<file path="src/rtl/cpu_pkg.sv">
// rtl/cpu_pkg.sv - shared widths, reset constants and state encoding for the fetch stage
// Purpose: constants and helpers imported by the fetch/IF-ID stage, its interface and PC register.
// Ports: none (package).
package cpu_pkg;

   localparam int PC_WIDTH    = 16;
   localparam int INSTR_WIDTH = 16;

   localparam logic [PC_WIDTH-1:0]    RESET_PC  = 16'h0000;
   localparam logic [INSTR_WIDTH-1:0] NOP_INSTR = 16'h0000;

   localparam logic [0:0] STATE_RUN    = 1'b0;
   localparam logic [0:0] STATE_HALTED = 1'b1;

   // Instructions are half-word aligned, so a redirect target never keeps bit 0.
   function automatic logic [PC_WIDTH-1:0] align_half(input logic [PC_WIDTH-1:0] addr);
      return {addr[PC_WIDTH-1:1], 1'b0};
   endfunction

endpackage

</file>
<file path="src/rtl/fetch_if_id_stage_if.sv">
// rtl/fetch_if_id_stage_if.sv - fetch-stage bus: instruction memory, hazard/branch controls, IF/ID outputs
// Purpose: bundles every non-clock signal of fetch_if_id_stage.
// Ports (master = the stage):
//   if_from_pc out, if_instruction in          instruction memory address / read data
//   stall, branch_taken, branch_target, flush, halt in   hazard, branch and control inputs
//   id_instruction, id_pc, id_pc_plus2, id_valid, halted out   IF/ID buffer and state
interface fetch_if_id_stage_if;
   import cpu_pkg::*;

   logic [PC_WIDTH-1:0]    if_from_pc;
   logic [INSTR_WIDTH-1:0] if_instruction;
   logic                   stall;
   logic                   branch_taken;
   logic [PC_WIDTH-1:0]    branch_target;
   logic                   flush;
   logic                   halt;
   logic [INSTR_WIDTH-1:0] id_instruction;
   logic [PC_WIDTH-1:0]    id_pc;
   logic [PC_WIDTH-1:0]    id_pc_plus2;
   logic                   id_valid;
   logic                   halted;

   modport master (
      output if_from_pc,
      input  if_instruction,
      input  stall,
      input  branch_taken,
      input  branch_target,
      input  flush,
      input  halt,
      output id_instruction,
      output id_pc,
      output id_pc_plus2,
      output id_valid,
      output halted
   );

   modport slave (
      input  if_from_pc,
      output if_instruction,
      output stall,
      output branch_taken,
      output branch_target,
      output flush,
      output halt,
      input  id_instruction,
      input  id_pc,
      input  id_pc_plus2,
      input  id_valid,
      input  halted
   );

endinterface

</file>
<file path="src/rtl/fetch_if_id_stage_pc_register.sv">
// rtl/fetch_if_id_stage_pc_register.sv - program counter with next-PC selection, alignment and increment
// Purpose: holds the PC; priority reset > halted hold > branch redirect > stall hold > increment.
// Ports:
//   clk, reset            clock, synchronous active-high reset
//   halted                stage is halted: PC frozen
//   branch_taken/target   redirect request and address (bit 0 dropped)
//   stall                 hold PC
//   pc                    registered PC
//   pc_plus_step          pc + STEP, wrapping modulo 2^PC_WIDTH
module pc_register
   import cpu_pkg::*;
#(
   parameter int STEP = 2
) (
   input  logic                clk,
   input  logic                reset,
   input  logic                halted,
   input  logic                branch_taken,
   input  logic [PC_WIDTH-1:0] branch_target,
   input  logic                stall,
   output logic [PC_WIDTH-1:0] pc,
   output logic [PC_WIDTH-1:0] pc_plus_step
);

   localparam logic [PC_WIDTH-1:0] STEP_V = PC_WIDTH'(STEP);

   // Truncation to PC_WIDTH gives the silent wrap from the top of the address space.
   assign pc_plus_step = pc + STEP_V;

   always_ff @(posedge clk) begin
      if (reset) begin
         pc <= RESET_PC;
      end else if (halted) begin
         pc <= pc;
      end else if (branch_taken) begin
         pc <= align_half(branch_target);
      end else if (stall) begin
         pc <= pc;
      end else begin
         pc <= pc_plus_step;
      end
   end

endmodule

</file>
<file path="src/rtl/fetch_if_id_stage.sv">
// rtl/fetch_if_id_stage.sv - fetch stage: PC, IF/ID pipeline buffer and RUN/HALTED state
// Purpose: presents the PC to instruction memory and captures instruction, PC and PC+step for decode.
// Ports:
//   clk    system clock, rising-edge updates
//   reset  synchronous active-high reset
//   bus    fetch_if_id_stage_if.master (memory, hazard/branch controls, IF/ID outputs, halted)
module fetch_if_id_stage
   import cpu_pkg::*;
#(
   parameter int PC_STEP = 2
) (
   input  logic                clk,
   input  logic                reset,
   fetch_if_id_stage_if.master bus
);

   logic [0:0]          state;
   logic [PC_WIDTH-1:0] pc;
   logic [PC_WIDTH-1:0] pc_plus_step;
   logic                is_halted;

   assign is_halted = (state == STATE_HALTED);

   pc_register #(
      .STEP (PC_STEP)
   ) u_pc_register (
      .clk           (clk),
      .reset         (reset),
      .halted        (is_halted),
      .branch_taken  (bus.branch_taken),
      .branch_target (bus.branch_target),
      .stall         (bus.stall),
      .pc            (pc),
      .pc_plus_step  (pc_plus_step)
   );

   assign bus.if_from_pc = pc;
   assign bus.halted     = is_halted;

   // HALTED is sticky; only reset returns to RUN.
   always_ff @(posedge clk) begin
      if (reset) begin
         state <= STATE_RUN;
      end else if (bus.halt) begin
         state <= STATE_HALTED;
      end
   end

   // A taken branch bubbles the buffer even under stall so the wrong-path fetch never reaches decode.
   always_ff @(posedge clk) begin
      if (reset) begin
         bus.id_instruction <= NOP_INSTR;
         bus.id_pc          <= '0;
         bus.id_pc_plus2    <= '0;
         bus.id_valid       <= 1'b0;
      end else if (bus.flush || bus.branch_taken) begin
         bus.id_instruction <= NOP_INSTR;
         bus.id_valid       <= 1'b0;
      end else if (bus.stall) begin
         bus.id_valid       <= bus.id_valid;
      end else if (is_halted) begin
         bus.id_instruction <= NOP_INSTR;
         bus.id_valid       <= 1'b0;
      end else begin
         bus.id_instruction <= bus.if_instruction;
         bus.id_pc          <= pc;
         bus.id_pc_plus2    <= pc_plus_step;
         bus.id_valid       <= 1'b1;
      end
   end

endmodule

</file>
<file path="src/flat_wrapper.sv">
// flat-port wrapper written by rule: the top's interface ports become plain ports
module fetch_if_id_stage_flat import cpu_pkg::*;
#(
   parameter int PC_STEP = 2
)
  (clk, reset, bus_if_from_pc, bus_if_instruction, bus_stall, bus_branch_taken, bus_branch_target, bus_flush, bus_halt, bus_id_instruction, bus_id_pc, bus_id_pc_plus2, bus_id_valid, bus_halted);
  fetch_if_id_stage_if bus_i ();
  input  logic clk;
  input  logic reset;
  output wire logic [$bits(bus_i.if_from_pc)-1:0] bus_if_from_pc;
  input wire logic [$bits(bus_i.if_instruction)-1:0] bus_if_instruction;
  input wire logic [$bits(bus_i.stall)-1:0] bus_stall;
  input wire logic [$bits(bus_i.branch_taken)-1:0] bus_branch_taken;
  input wire logic [$bits(bus_i.branch_target)-1:0] bus_branch_target;
  input wire logic [$bits(bus_i.flush)-1:0] bus_flush;
  input wire logic [$bits(bus_i.halt)-1:0] bus_halt;
  output wire logic [$bits(bus_i.id_instruction)-1:0] bus_id_instruction;
  output wire logic [$bits(bus_i.id_pc)-1:0] bus_id_pc;
  output wire logic [$bits(bus_i.id_pc_plus2)-1:0] bus_id_pc_plus2;
  output wire logic [$bits(bus_i.id_valid)-1:0] bus_id_valid;
  output wire logic [$bits(bus_i.halted)-1:0] bus_halted;
  assign bus_if_from_pc = bus_i.if_from_pc;
  assign bus_i.if_instruction = bus_if_instruction;
  assign bus_i.stall = bus_stall;
  assign bus_i.branch_taken = bus_branch_taken;
  assign bus_i.branch_target = bus_branch_target;
  assign bus_i.flush = bus_flush;
  assign bus_i.halt = bus_halt;
  assign bus_id_instruction = bus_i.id_instruction;
  assign bus_id_pc = bus_i.id_pc;
  assign bus_id_pc_plus2 = bus_i.id_pc_plus2;
  assign bus_id_valid = bus_i.id_valid;
  assign bus_halted = bus_i.halted;
  fetch_if_id_stage #(.PC_STEP(PC_STEP)) u_core (.clk(clk), .reset(reset), .bus(bus_i));
endmodule
</file>
<file path="config.mk">
export PLATFORM = sky130hd
export DESIGN_NAME = fetch_if_id_stage_flat
export DESIGN_NICKNAME = d
export VERILOG_FILES = /design/src/rtl/cpu_pkg.sv /design/src/rtl/fetch_if_id_stage_if.sv /design/src/rtl/fetch_if_id_stage_pc_register.sv /design/src/rtl/fetch_if_id_stage.sv /design/src/flat_wrapper.sv
export SDC_FILE = /design/constraint.sdc
export NUM_CORES = 1
export LEC_CHECK = 0
export ABC_AREA = 1
export CAP_MARGIN = 5
export CORE_ASPECT_RATIO = 0.6
export CORE_MARGIN = 1
export CORE_UTILIZATION = 44
export DETAILED_ROUTE_END_ITERATION = 6
export PLACE_DENSITY = 0.88
export REMOVE_ABC_BUFFERS = 1
export SYNTH_ARGS = -nofsm -noshare
export SYNTH_HDL_FRONTEND = slang
export SYNTH_SLANG_ARGS = --single-unit
</file>
<file path="constraint.sdc">
create_clock -name clk -period 1.65 [get_ports clk]
set_input_delay 0.495 -clock clk [delete_from_list [all_inputs] [get_ports clk]]
set_output_delay 0.495 -clock clk [all_outputs]
set_load 0.01 [all_outputs]
</file>
# Word-level counts from Yosys, hierarchy flattened
# Cells that the tools add are included.
# W data, S select, Z words.
[op_classes] add_sub_neg=1 bitwise_logic=3 n_eq_ne=1 reduce_logical=4 muxes=4
[ops] op="$mux W16" n=3
[ops] op="$add A16 B2 Y16 const B" n=1
[ops] op="$not A1 Y1" n=3
[ops] op="$reduce_and A3 Y1" n=1
[ops] op="$ne A2 B1 Y1 const B" n=1
[ops] op="$reduce_and A2 Y1" n=1
[ops] op="$reduce_or A2 Y1" n=1
[ops] op="$logic_or A1 B1 Y1" n=1
[ops] op="$mux W1" n=1
[word_totals] output_inout_bits=66 word_cells=19 regBits=66 input_bits=38

# Logic depth before layout (Yosys ltp)
[depth] depth_word=3 mapped_depth=11 depth_no_buf=10

# Modules after synthesis
# A second synthesis with hierarchy kept.
[unflattened] cells_unflattened=441 area_unflattened_um2=3108.0
[modules_own_cells] module="fetch_if_id_stage" n_inst=1 area_each_um2=2064.5 cells_each=287 seq_area_each_um2=1001.0
[modules_own_cells] module="pc_register" n_inst=1 area_each_um2=1043.5 cells_each=154 seq_area_each_um2=300.3

# Worst setup path after synthesis
# OpenSTA, ideal clock, no wires.
[synth_path] path_type="input to register" from="input port bus_branch_taken" to="register u_core.u_pc_register.pc[9]" path_slack_ns=0.272 required_ns=1.531 cell_stages=7 setup_time_ns=0.119 arrival_ns=1.259 path_buffers=2 path_cell_list="buf_4 -> inv_2 -> a21oi_4 -> inv_2 -> buf_6 -> a21oi_1 -> a21oi_1"
[synth_via] elab_chain_len=2 word_cells_on_any_way=3 classes_between="eq/ne (1); mux (1); reduce/logical (1)"
[synth_rtl] element="from (decl)" line="flat_wrapper.sv:13" source="input wire logic [$bits(bus_i.branch_taken)-1:0] bus_branch_taken;"
[synth_rtl] element="$ne A2 B1 Y1 (no source line)"
[synth_rtl] element="$reduce_and A2 Y1 (no source line)"
[synth_rtl] element="to (signal assigned)" line="fetch_if_id_stage_pc_register.sv:34" source="pc <= pc;"
[synth_rtl] element="to (signal assigned)" line="fetch_if_id_stage_pc_register.sv:36" source="pc <= align_half(branch_target);"
[synth_rtl] element="to (signal assigned)" line="fetch_if_id_stage_pc_register.sv:38" source="pc <= pc;"
[synth_rtl] element="to (decl)" line="fetch_if_id_stage_pc_register.sv:21" source="output logic [PC_WIDTH-1:0] pc,"
# Parallel ways exist; a longest one is shown, timed or not.
# A chain may end at the register's enable or synchronous reset.

# Worst setup path in the final report
[layout_path] from="input port bus_branch_taken" to="register u_core.u_pc_register.pc[7]"
# Same word-level chain as after synthesis.

==> summary.md <==
| Metric | Value |
|---|---|
| Outcome | complete, no violations |
| Die area | ~0.0066 sq mm |
| Most used DFF post-synth | dfxtp_1 |
| Inserted Clock Buffers | 9 |
| Worst clock skew | 7.18 ps |
| Non-filler instance count after layout | approximately 570 |
| Fin crit period | roughly 1600 ps |
| Vias per cell | 5.28 |
| Io pins | 104 |
| Grt ovf | 0 |
| Mapped Cells | 368 |
| Yosys top cell by area | dfxtp_1 |
| Starting Density | 47.5% |
| Commonest cells post-synth | 73 x nand2_1, 63 x dfxtp_1, 54 x a21oi_1 |
| Synthesized area per cell | approximately 7.5 sq um |
| Final total power | roughly 3700 uW |
| NetSw | 1000 uW |
| Reg power frac | 45.0% |
| Final period util | 96.9% |
| Antenna Cells | 0 |
| CP peak stage delay | 470 ps |
| Port Buffer Count | 99 |
| Setup bufs post-CTS | 0 |
| Nets | 528 |
| First-pass DRT Iterations | 5 |
| WS Path Type | primary input to flop |
| GRT Util Overall | 28.4% |
| EDFF count, synth | 0 |
| Placed cells | ~560 |
| Clock sinks | 63 |
| Maximum VDD drop | slightly above 0.0005 V |
| Largest net degree at the start of global routing | 20 |
| Critical Path End Type | flop |
| Final Hold Fails | 0 |
| Final Wtd Congestion | 0.858 |
| First-pass GRT wire length | ~15 mm |
| H-tree depth | 3 |
| Die width | 104 microns |
| DP HPWL | 6.21 mm |
| Initial antenna violation count | 0 |
| Synth-to-Final Area Change | 48.8% |
| Hold Crit Class | flop to flop |
| Synth cell types | 31 |
| CP Cell Sequence | clkdlybuf4s50_1, buf_4, inv_2, a21oi_4, inv_2, a21oi_1, a21oi_1 |
| Clock share of power | 37.2% |
| PwrDens | 892 mW/mm^2 |
| Sequential share of the synthesized area | 45.7% |
| Crit path DAT | approximately 1800 ps |
| Fill cells | roughly 460 |
| Internal power | 2660 uW |
| Worst skew pair latency | 340 ps |
| Reg clk slew, reported paths | around 70 ps |
| Switching Fraction | 27.3% |
| Post-Syn Area | 0.00276 sq mm |
| WL per Instance | 15.7 microns |
| Drt initial violations | 245 |
| Setup violations, final | 0 |
| Hold buffers post-CTS | 0 |
| Die height | 63.4 microns |
| Routed Antenna Nets | 0 |
| Via count | 3027 |
| Critical path fanouts, max | 13 |
| RSZ-0062 raised after global routing | false |
| Layout cells sized above 1 | 14.0% |
| Vias in the first global route | 2906 |
| Worst Setup Start Kind | primary input |
| CTS tree | done |
| Clock Path Buffers | 2 |
| CTS root buffer | clkbuf_8 |
| Ys async rst share | 0% |
| Most common cell in the synthesized netlist | nand2_1 |
| Synth top area cells | dfxtp_1 46%, nand2_1 9.9%, a21oi_1 9.8% |
| Post-route DRC | 0 |
| Critical Path Slowest Stage Cell | clkdlybuf4s50_1 |
| YS warnings | 0 |
| Final WL | 9.00 mm |
| # rows | 21 |
| Pleak | between 0.0015 and 0.002 uW |
| Comb power frac | 17.8% |
| Flops & latches, synth | 63 |
| Core ar. | 0.00581 sq mm |
| Worst Path Required | 1880 ps |
| Max_cap viols | 0 |
| Count of final max-slew check failures | 0 |
| Highest Clock Rate | approximately 630 MHz |
| Post-synth top area share | 45.7% |
| Area of the multi-input gates | 0.00126 sq mm |
| Register Area | ~0.0013 sq mm |
[logic make-up after synthesis]
logic type	Yosys count	synth area share [%]
other	1	0.136
AO/OA/AOI/OAI	101	18.9
buffers and inverters	50	9.20
AND/OR/NAND/NOR	145	23.1
adder cells (fa/ha/maj)	1	0.453
XOR/XNOR	7	2.49
flip-flops	63	45.7
[power groups by stage]
| stage | clock network, uW | logic (uW) | registers, uW |
|---|---|---|---|
| 4_1_cts | 1370 | 641 | 1650 |
| 2_1_floorplan | 0 | 217 | 1730 |
| 6_report | 1360 | 652 | 1650 |
| 5_1_grt | 1440 | 703 | 1650 |
| 3_5_place_dp | 0 | 675 | 1680 |
| 3_3_place_gp | 0 | 655 | 1680 |
[timing repair]
action,4_1_cts,5_1_grt
setup endpoints to repair,63,2
endpoints found under the hold margin,0,0
resized for setup,65,1
pin swaps,0,1
[state kept, by name, indices dropped and copies added, names as in the netlist]
register                   cells
u_core.u_pc_register.pc       15
u_core.bus.id_instruction     16
u_core.bus.id_valid            1
u_core.bus.id_pc_plus2        15
u_core.bus.id_pc              15
u_core.bus.halted              1
[final timing paths]
kind                            slack (ps)                     startpoint                             to  cells past startpoint
worst max register to register         130     u_core.u_pc_register.pc[1]     u_core.u_pc_register.pc[6]                      6
worst min-delay path                   450  u_core.bus.id_instruction[10]  u_core.bus.id_instruction[10]                      2
worst max-delay path                    50               bus_branch_taken     u_core.u_pc_register.pc[7]                      7
worst min register to register         450  u_core.bus.id_instruction[10]  u_core.bus.id_instruction[10]                      2
[cell type report]
type | count | area share [%]
Clock buffer | 12 | 3.78
Clock inverter | 3 | 1.04
Inverter | 29 | 2.77
Multi-Input combinational cell | 257 | 30.6
Sequential cell | 63 | 30.8
Tap cell | 80 | 2.44
Timing Repair Buffer | 129 | 28.6
[routing by layer]
metal	global-route usage [%]	vias to the layer above	wire, microns
met4	8.75	0	180
li1	-	1430	-
met3	10.7	24	874
met5	0	-	0
met1	36.8	1407	3900
met2	44.0	166	4050
[metrics by stage]
stage / setup WS (ps) / hold WS (ps) / instance area (sq um) / setup TNS, ps / utilization [%]
floorplan: 77.4 / 481 / 2630 / 0 / -
global placement: -168 / 447 / 3980 / -6490 / 68.6
detailed placement: -245 / 448 / 3980 / -9440 / 68.6
CTS: 41.0 / 453 / 4100 / 0 / 70.7
global route: 5.94 / 480 / 4110 / 0 / 70.7
finish: 50.6 / 453 / 4110 / 0 / 70.7
[critical path, delay by kind of cell]
| kind | cells | cell delay [ps] |
|---|---|---|
| compound gates | 3 | 450 |
| buf+inv | 4 | 880 |
[placed cells by master, fill, tap and decap left out, types with 3 or more instances in the layout]
| cell | count |
|---|---|
| nor2_4 | 3 |
| dlygate4sd2_1 | 63 |
| buf_12 | 3 |
| nand2_1 | 73 |
| dfxtp_1 | 61 |
| buf_4 | 27 |
| clkdlybuf4s50_1 | 36 |
| nor2_1 | 47 |
| nand3_1 | 8 |
| clkbuf_8 | 11 |
| nand4_1 | 3 |
| a21oi_1 | 53 |
| nand2_2 | 4 |
| inv_1 | 22 |
| o21ai_1 | 14 |
| conb_1 | 3 |
| inv_2 | 4 |
| xor2_1 | 5 |
| o21ai_0 | 29 |
Power figures use the tool's default switching activity.
